==> src/rtl/mem_port_arbiter.sv <==
// mem_port_arbiter: shares one single-outstanding downstream memory port
// between instruction fetch (requester 0) and data memory (requester 1).
// The arbiter grants one transaction at a time and breaks ties round-robin.
// It holds the grant until the downstream completes or the watchdog fires,
// then pulses ready (and error on timeout) to the owner for one cycle.

// Per-requester lane: decodes the request and gates the completion pulse.
module mem_port_arb_lane #(
  parameter int DATA_W = 32
) (
  input  logic              i_read,
  input  logic              i_write,
  input  logic              i_resp,
  input  logic              i_own,
  input  logic              i_err,
  input  logic [DATA_W-1:0] i_rdata,
  output logic              o_req,
  output logic              o_wr,
  output logic              o_ready,
  output logic              o_error,
  output logic [DATA_W-1:0] o_rdata
);

  // A request with both read and write high is treated as a write.
  assign o_req   = i_read | i_write;
  assign o_wr    = i_write;
  assign o_ready = i_resp & i_own;
  assign o_error = o_ready & i_err;
  assign o_rdata = i_rdata;

endmodule

module mem_port_arbiter #(
  parameter int ADDR_W  = 32,
  parameter int DATA_W  = 32,
  parameter int TIMEOUT = 255
) (
  input  logic              clk,
  input  logic              nrst,
  input  logic              r0_read,
  input  logic              r0_write,
  input  logic [ADDR_W-1:0] r0_addr,
  input  logic [DATA_W-1:0] r0_wdata,
  output logic [DATA_W-1:0] r0_rdata,
  output logic              r0_ready,
  output logic              r0_error,
  input  logic              r1_read,
  input  logic              r1_write,
  input  logic [ADDR_W-1:0] r1_addr,
  input  logic [DATA_W-1:0] r1_wdata,
  output logic [DATA_W-1:0] r1_rdata,
  output logic              r1_ready,
  output logic              r1_error,
  output logic              m_read,
  output logic              m_write,
  output logic [ADDR_W-1:0] m_addr,
  output logic [DATA_W-1:0] m_wdata,
  input  logic [DATA_W-1:0] m_rdata,
  input  logic              m_ready,
  output logic [1:0]        owner,
  output logic              busy
);

  localparam int NUM_REQ = 2;
  // The counter must hold the value TIMEOUT itself, so it never wraps before the compare.
  localparam int CNT_W   = (TIMEOUT < 1) ? 1 : $clog2(TIMEOUT + 1);
  localparam logic [CNT_W:0] TO_V = (CNT_W + 1)'(TIMEOUT);

  localparam logic [1:0] ST_IDLE = 2'd0;
  localparam logic [1:0] ST_BUSY = 2'd1;
  localparam logic [1:0] ST_RESP = 2'd2;

  typedef struct packed {
    logic [ADDR_W-1:0] addr;
    logic [DATA_W-1:0] wdata;
  } req_t;

  req_t [NUM_REQ-1:0] w_req;
  logic [NUM_REQ-1:0] w_rd;
  logic [NUM_REQ-1:0] w_wr_in;
  logic [NUM_REQ-1:0] w_req_v;
  logic [NUM_REQ-1:0] w_req_wr;
  logic [NUM_REQ-1:0] w_ready;
  logic [NUM_REQ-1:0] w_error;
  logic [NUM_REQ-1:0][DATA_W-1:0] w_rdata;

  logic [1:0]        r_state;
  logic              r_m_read;
  logic              r_m_write;
  logic [ADDR_W-1:0] r_m_addr;
  logic [DATA_W-1:0] r_m_wdata;
  logic [1:0]        r_owner;
  logic              r_last;
  logic [CNT_W-1:0]  r_cnt;
  logic [DATA_W-1:0] r_rdata;
  logic              r_err;

  logic              w_win;
  logic              w_resp;
  logic [CNT_W:0]    w_cnt_inc;
  logic              w_timeout;

  assign w_req[0] = {r0_addr, r0_wdata};
  assign w_req[1] = {r1_addr, r1_wdata};
  assign w_rd     = {r1_read, r0_read};
  assign w_wr_in  = {r1_write, r0_write};
  assign w_resp   = (r_state == ST_RESP);

  generate
    for (genvar g = 0; g < NUM_REQ; g++) begin : g_lane
      mem_port_arb_lane #(.DATA_W(DATA_W)) u_lane (
        .i_read  (w_rd[g]),
        .i_write (w_wr_in[g]),
        .i_resp  (w_resp),
        .i_own   (r_owner[g]),
        .i_err   (r_err),
        .i_rdata (r_rdata),
        .o_req   (w_req_v[g]),
        .o_wr    (w_req_wr[g]),
        .o_ready (w_ready[g]),
        .o_error (w_error[g]),
        .o_rdata (w_rdata[g])
      );
    end
  endgenerate

  // Winner select: a lone requester wins; on a tie, the one not granted last time wins.
  always_comb begin
    w_win = 1'b0;
    if (&w_req_v) w_win = ~r_last;
    else          w_win = w_req_v[1];
  end

  // Watchdog: the timeout fires once the BUSY cycle count reaches TIMEOUT.
  assign w_cnt_inc = {1'b0, r_cnt} + {{CNT_W{1'b0}}, 1'b1};
  assign w_timeout = (TIMEOUT != 0) && (w_cnt_inc == TO_V);

  // Main control: grant, hold the downstream request, complete or time out, respond.
  always_ff @(posedge clk or negedge nrst) begin
    if (!nrst) begin
      r_state   <= ST_IDLE;
      r_m_read  <= 1'b0;
      r_m_write <= 1'b0;
      r_m_addr  <= '0;
      r_m_wdata <= '0;
      r_owner   <= 2'b00;
      r_last    <= 1'b1;
      r_cnt     <= '0;
      r_rdata   <= '0;
      r_err     <= 1'b0;
    end else begin
      case (r_state)
        ST_IDLE: begin
          if (|w_req_v) begin
            r_m_addr  <= w_req[w_win].addr;
            r_m_wdata <= w_req[w_win].wdata;
            r_m_write <= w_req_wr[w_win];
            r_m_read  <= ~w_req_wr[w_win];
            r_owner   <= w_win ? 2'b10 : 2'b01;
            r_last    <= w_win;
            r_cnt     <= '0;
            r_state   <= ST_BUSY;
          end
        end
        ST_BUSY: begin
          if (m_ready) begin
            r_rdata   <= m_rdata;
            r_err     <= 1'b0;
            r_m_read  <= 1'b0;
            r_m_write <= 1'b0;
            r_state   <= ST_RESP;
          end else if (w_timeout) begin
            r_rdata   <= '0;
            r_err     <= 1'b1;
            r_m_read  <= 1'b0;
            r_m_write <= 1'b0;
            r_state   <= ST_RESP;
          end else begin
            r_cnt <= w_cnt_inc[CNT_W-1:0];
          end
        end
        ST_RESP: begin
          r_owner <= 2'b00;
          r_err   <= 1'b0;
          r_cnt   <= '0;
          r_state <= ST_IDLE;
        end
        default: begin
          r_state <= ST_IDLE;
        end
      endcase
    end
  end

  assign m_read   = r_m_read;
  assign m_write  = r_m_write;
  assign m_addr   = r_m_addr;
  assign m_wdata  = r_m_wdata;
  assign owner    = r_owner;
  assign busy     = (r_state != ST_IDLE);
  assign r0_ready = w_ready[0];
  assign r1_ready = w_ready[1];
  assign r0_error = w_error[0];
  assign r1_error = w_error[1];
  assign r0_rdata = w_rdata[0];
  assign r1_rdata = w_rdata[1];

endmodule
==> config.mk <==
export PLATFORM = sky130hd
export DESIGN_NAME = mem_port_arbiter
export DESIGN_NICKNAME = d
export VERILOG_FILES = /design/src/rtl/mem_port_arbiter.sv
export SDC_FILE = /design/constraint.sdc
export NUM_CORES = 1
export LEC_CHECK = 0
export ABC_AREA = 1
export CAP_MARGIN = 10
export CORE_ASPECT_RATIO = 0.6
export CORE_MARGIN = 1.5
export CORE_UTILIZATION = 39
export CTS_CLUSTER_DIAMETER = 30
export DETAILED_ROUTE_END_ITERATION = 7
export PLACE_DENSITY = 0.91
export SLEW_MARGIN = 20
export SYNTH_ARGS = -nofsm -noshare
export SYNTH_HDL_FRONTEND = slang
export SYNTH_SLANG_ARGS = --single-unit
==> constraint.sdc <==
create_clock -name clk -period 1.9 [get_ports clk]
set_clock_uncertainty 0.1 [all_clocks]
set_input_delay 0.285 -clock clk [delete_from_list [all_inputs] [get_ports clk]]
set_output_delay 0.285 -clock clk [all_outputs]
set_load 0.005 [all_outputs]
==> impl_metrics.tcl, run 1 <==
set metrics [dict create \
    status "finished, violations left" \
    failed_checks "negative setup slack" \
    hold_violations 0 \
    p_int_mw 8.43 \
    grt_max_degree 61 \
    pwr-share-seq 0.325 \
    grt_antenna_before_repair 0 \
    htreeDepth 3 \
    power.total_mw 13.5 \
    pin_count 304 \
    crit_fanout 6 \
    timing.fmax_ghz 0.512 \
    relSlewSlack 0.669 \
    cp_slowest_cell "dfrtp_1" \
    arrival_ps 2080 \
    die-area_sq_um 14900 \
    cts_tree "done" \
    grt_pass1_vias 5316 \
    drv_cap 0 \
    area_delta_synth_final_pct 67.6 \
    diodes 0 \
    power_frac_clock 0.139 \
    rows 33 \
    clock_path_buffers 2 \
    initial_core_util 0.402 \
    grt_usage 0.239 \
    drt.antenna.violating_nets 0 \
    drive_gt1_frac 0.128 \
    switching_power_mw 5.02 \
    synthCells 652 \
    dp_slack_ps -173 \
    timing.final.ws_setup_ps -51.7 \
    path_cells "buf_6 > inv_2 > ha_4 > inv_1 > nor2_1 > nand3_1 > nor2_2 > nand2_2 > nand2_4 > buf_12 > nand2_8 > nand2_4 > nand2_2" \
    synth_seq_cells 112 \
    synth_warnings 0 \
    drc_errors 0 \
    synth_seq_area_share 0.509 \
    path_class "register to register" \
    synth_top_flop_cell "dfrtp_1" \
    die_x_um 156 \
    clock-sinks 112 \
    maxSlewViolCount 0 \
    netSwitchingFraction 0.374 \
    drt_iter0_markers 295 \
    comb_power_share 0.537 \
    slowest_delay_ps 420 \
    wl_per_cell_um 17.1 \
    die_h_um 95.0 \
    clockRootBuffer "clkbuf_16" \
    crit_buf_inv 4 \
    numCtsBuffers 9 \
    dp.final_hpwl_um 13400 \
    overflow 0 \
    hold_path_class "input pin to register" \
    final_area_sq_um 9230 \
    cpLargestDelayFamily "simple AND/OR/NAND/NOR gates" \
    portBuffers 303 \
    crit_path_end_kind "register" \
    vdd_drop_max_mv 0.783 \
    wl_um 19200 \
    clk_latency_ps 330 \
    fin_nets 1097 \
    final-setup-viol-count 25 \
    min_period_ps 1950 \
    vias 5628 \
    synth_nets 821 \
    timing.final.crit_share 1.03 \
    grt_pass1_wl_um 27700 \
    viasPerCell 5.00 \
    synth.distinct_cells 31 \
    drtPass1Iterations 5 \
    gp_congestion 0.859 \
    worst_pin_slew_ps 496 \
    core_sq_um 13700 \
    power_leakage_nw 4.15 \
    cp-start-kind "register" \
    syn_area_sq_um 5510 \
    power_density_nw_per_um2 1460 \
    placed_cell_area_sq_um 8580 \
    ys_async_sr_fraction 1.00 \
    rsz0062_at_grt "yes" \
    cts.clk_slew.worst_paths_ps 80 \
    crit_required_ps 2030 \
    synth_edf_count 0 \
    syn_area_per_cell_sq_um 8.45 \
    tns_ps -519 \
]
-- power by group through the flow --
stage	clock, mW	combinational [mW]	sequential, mW
4_1_cts	1.91	6.84	4.30
3_5_place_dp	0	6.78	4.30
3_3_place_gp	0	6.56	4.26
6_report	1.86	7.22	4.37
2_1_floorplan	0	2.99	4.27
5_1_grt	2.02	7.80	4.50
-- kinds of logic (layout without fill, tap and decap cells) --
| kind of cell | count (synthesis) | count (layout) | share of synthesized area |
|---|---|---|---|
| fa+ha+maj | 2 | 2 | 0.00454 |
| flops | 112 | 112 | 0.509 |
| compound gates | 75 | 75 | 0.102 |
| simple gates | 308 | 315 | 0.247 |
| buf+inv | 154 | 428 | 0.135 |
| mux | 1 | 1 | 0.00182 |
-- worst reg2reg max path, stage by stage (launching register included) --
cell and delay [ps]:
dfrtp_1 420, buf_6 150, inv_2 60, ha_4 120, inv_1 30, nor2_1 80, nand3_1 90, nor2_2 180
nand2_2 90, nand2_4 110, buf_12 180, nand2_8 110, nand2_4 100, nand2_2 50
-- worst paths after layout --
check | from | to | slack, ps | cells after the start
min reg2reg | r_cnt[6] | r_cnt[6] | 400 | 2
min in group asynchronous | nrst | r_rdata[0] | 400 | 2
max | r_cnt[0] | r_rdata[11] | -50 | 13
max in group asynchronous | nrst | r_last | 650 | 3
min | m_rdata[29] | r_rdata[29] | 380 | 3
max reg2reg | r_cnt[0] | r_rdata[11] | -50 | 13
-- cell usage after synthesis, drive strengths merged (2+ instances only) --
| library cell | number | area share |
|---|---|---|
| clkbuf | 18 | 0.012 |
| nor2 | 17 | 0.016 |
| or2 | 2 | 0.0023 |
| dfrtp | 111 | 0.50 |
| nor3 | 2 | 0.0018 |
| nand2 | 203 | 0.15 |
| o211ai | 64 | 0.087 |
| nand3 | 74 | 0.070 |
| nand4 | 10 | 0.011 |
| a21oi | 4 | 0.0064 |
| o21ai | 4 | 0.0036 |
| ha | 2 | 0.0045 |
| buf | 50 | 0.064 |
| inv | 86 | 0.059 |
-- metrics by stage --
stage | cells | utilization | hold slack (ps)
finish | 1125 | 0.673 | 382
global placement | 1096 | 0.626 | 162
floorplan | 652 | - | -111
CTS | 1114 | 0.650 | 338
global route | 1125 | 0.673 | 380
detailed placement | 1096 | 0.626 | 167
-- layout by cell type, fill, tap and decap left out, drive strengths merged --
cell type        n
nor2            17
or2              2
clkinv           1
mux2i            1
a21oi            4
o211ai          64
nand2          210
o22ai            1
nand3           74
o21bai           1
dfrtp          111
clkdlybuf4s50  298
dlygate4sd3      1
dlygate4sd2      3
nor3             2
o21ai            4
dlymetal6s2s     1
ha               2
clkbuf          12
inv             89
nand4           10
dfstp            1
a31o             1
buf             23
-- metal layers --
layer / vias up / routed length (um) / GRT usage
met3: 18 / 1600 / 0.0895
li1: 2633 / - / -
met1: 2759 / 7730 / 0.291
met4: 0 / 271 / 0.0556
met5: - / 0 / 0
met2: 218 / 9640 / 0.408
-- registers in the layout, summed over array words and instances, names as in the netlist --
name / cells
r_err: 1
m_write: 1
m_addr: 32
owner: 2
r_state: 2
r_rdata: 32
r_last: 1
r_cnt: 8
m_read: 1
m_wdata: 32
-- final cells by class --
| class | instances | area, sq um |
|---|---|---|
| well taps | 192 | 240 |
| flip-flops and latches | 112 | 2810 |
| clock buffers | 12 | 256 |
| inverters | 86 | 323 |
| clock inverters | 4 | 35.0 |
| fillers | 1052 | 4480 |
| repair buffers | 326 | 3310 |
| multi-input cells | 393 | 2250 |
-- what timing repair did --
| item | 4_1_cts | 5_1_grt |
|---|---|---|
| hold endpoints to repair | 32 | 0 |
| resized for setup | 8 | 52 |
| endpoints found under the setup margin | 40 | 52 |
| hold buffers | 1 | 0 |
| pin swaps | 1 | 13 |
| gates cloned | 1 | 6 |
| setup buffers | 0 | 5 |
No activity file was read; power rests on OpenSTA's default activity.
==> run 2: changes to the inputs <==
--- a/config.mk
+++ b/config.mk
@@ -6,7 +6,6 @@
 export NUM_CORES = 1
 export LEC_CHECK = 0
 export ABC_AREA = 1
-export CAP_MARGIN = 10
 export CORE_ASPECT_RATIO = 0.6
 export CORE_MARGIN = 1.5
 export CORE_UTILIZATION = 39
==> results of run 2 <==
Final layout, timing and power as in run 1 (identical DEF).
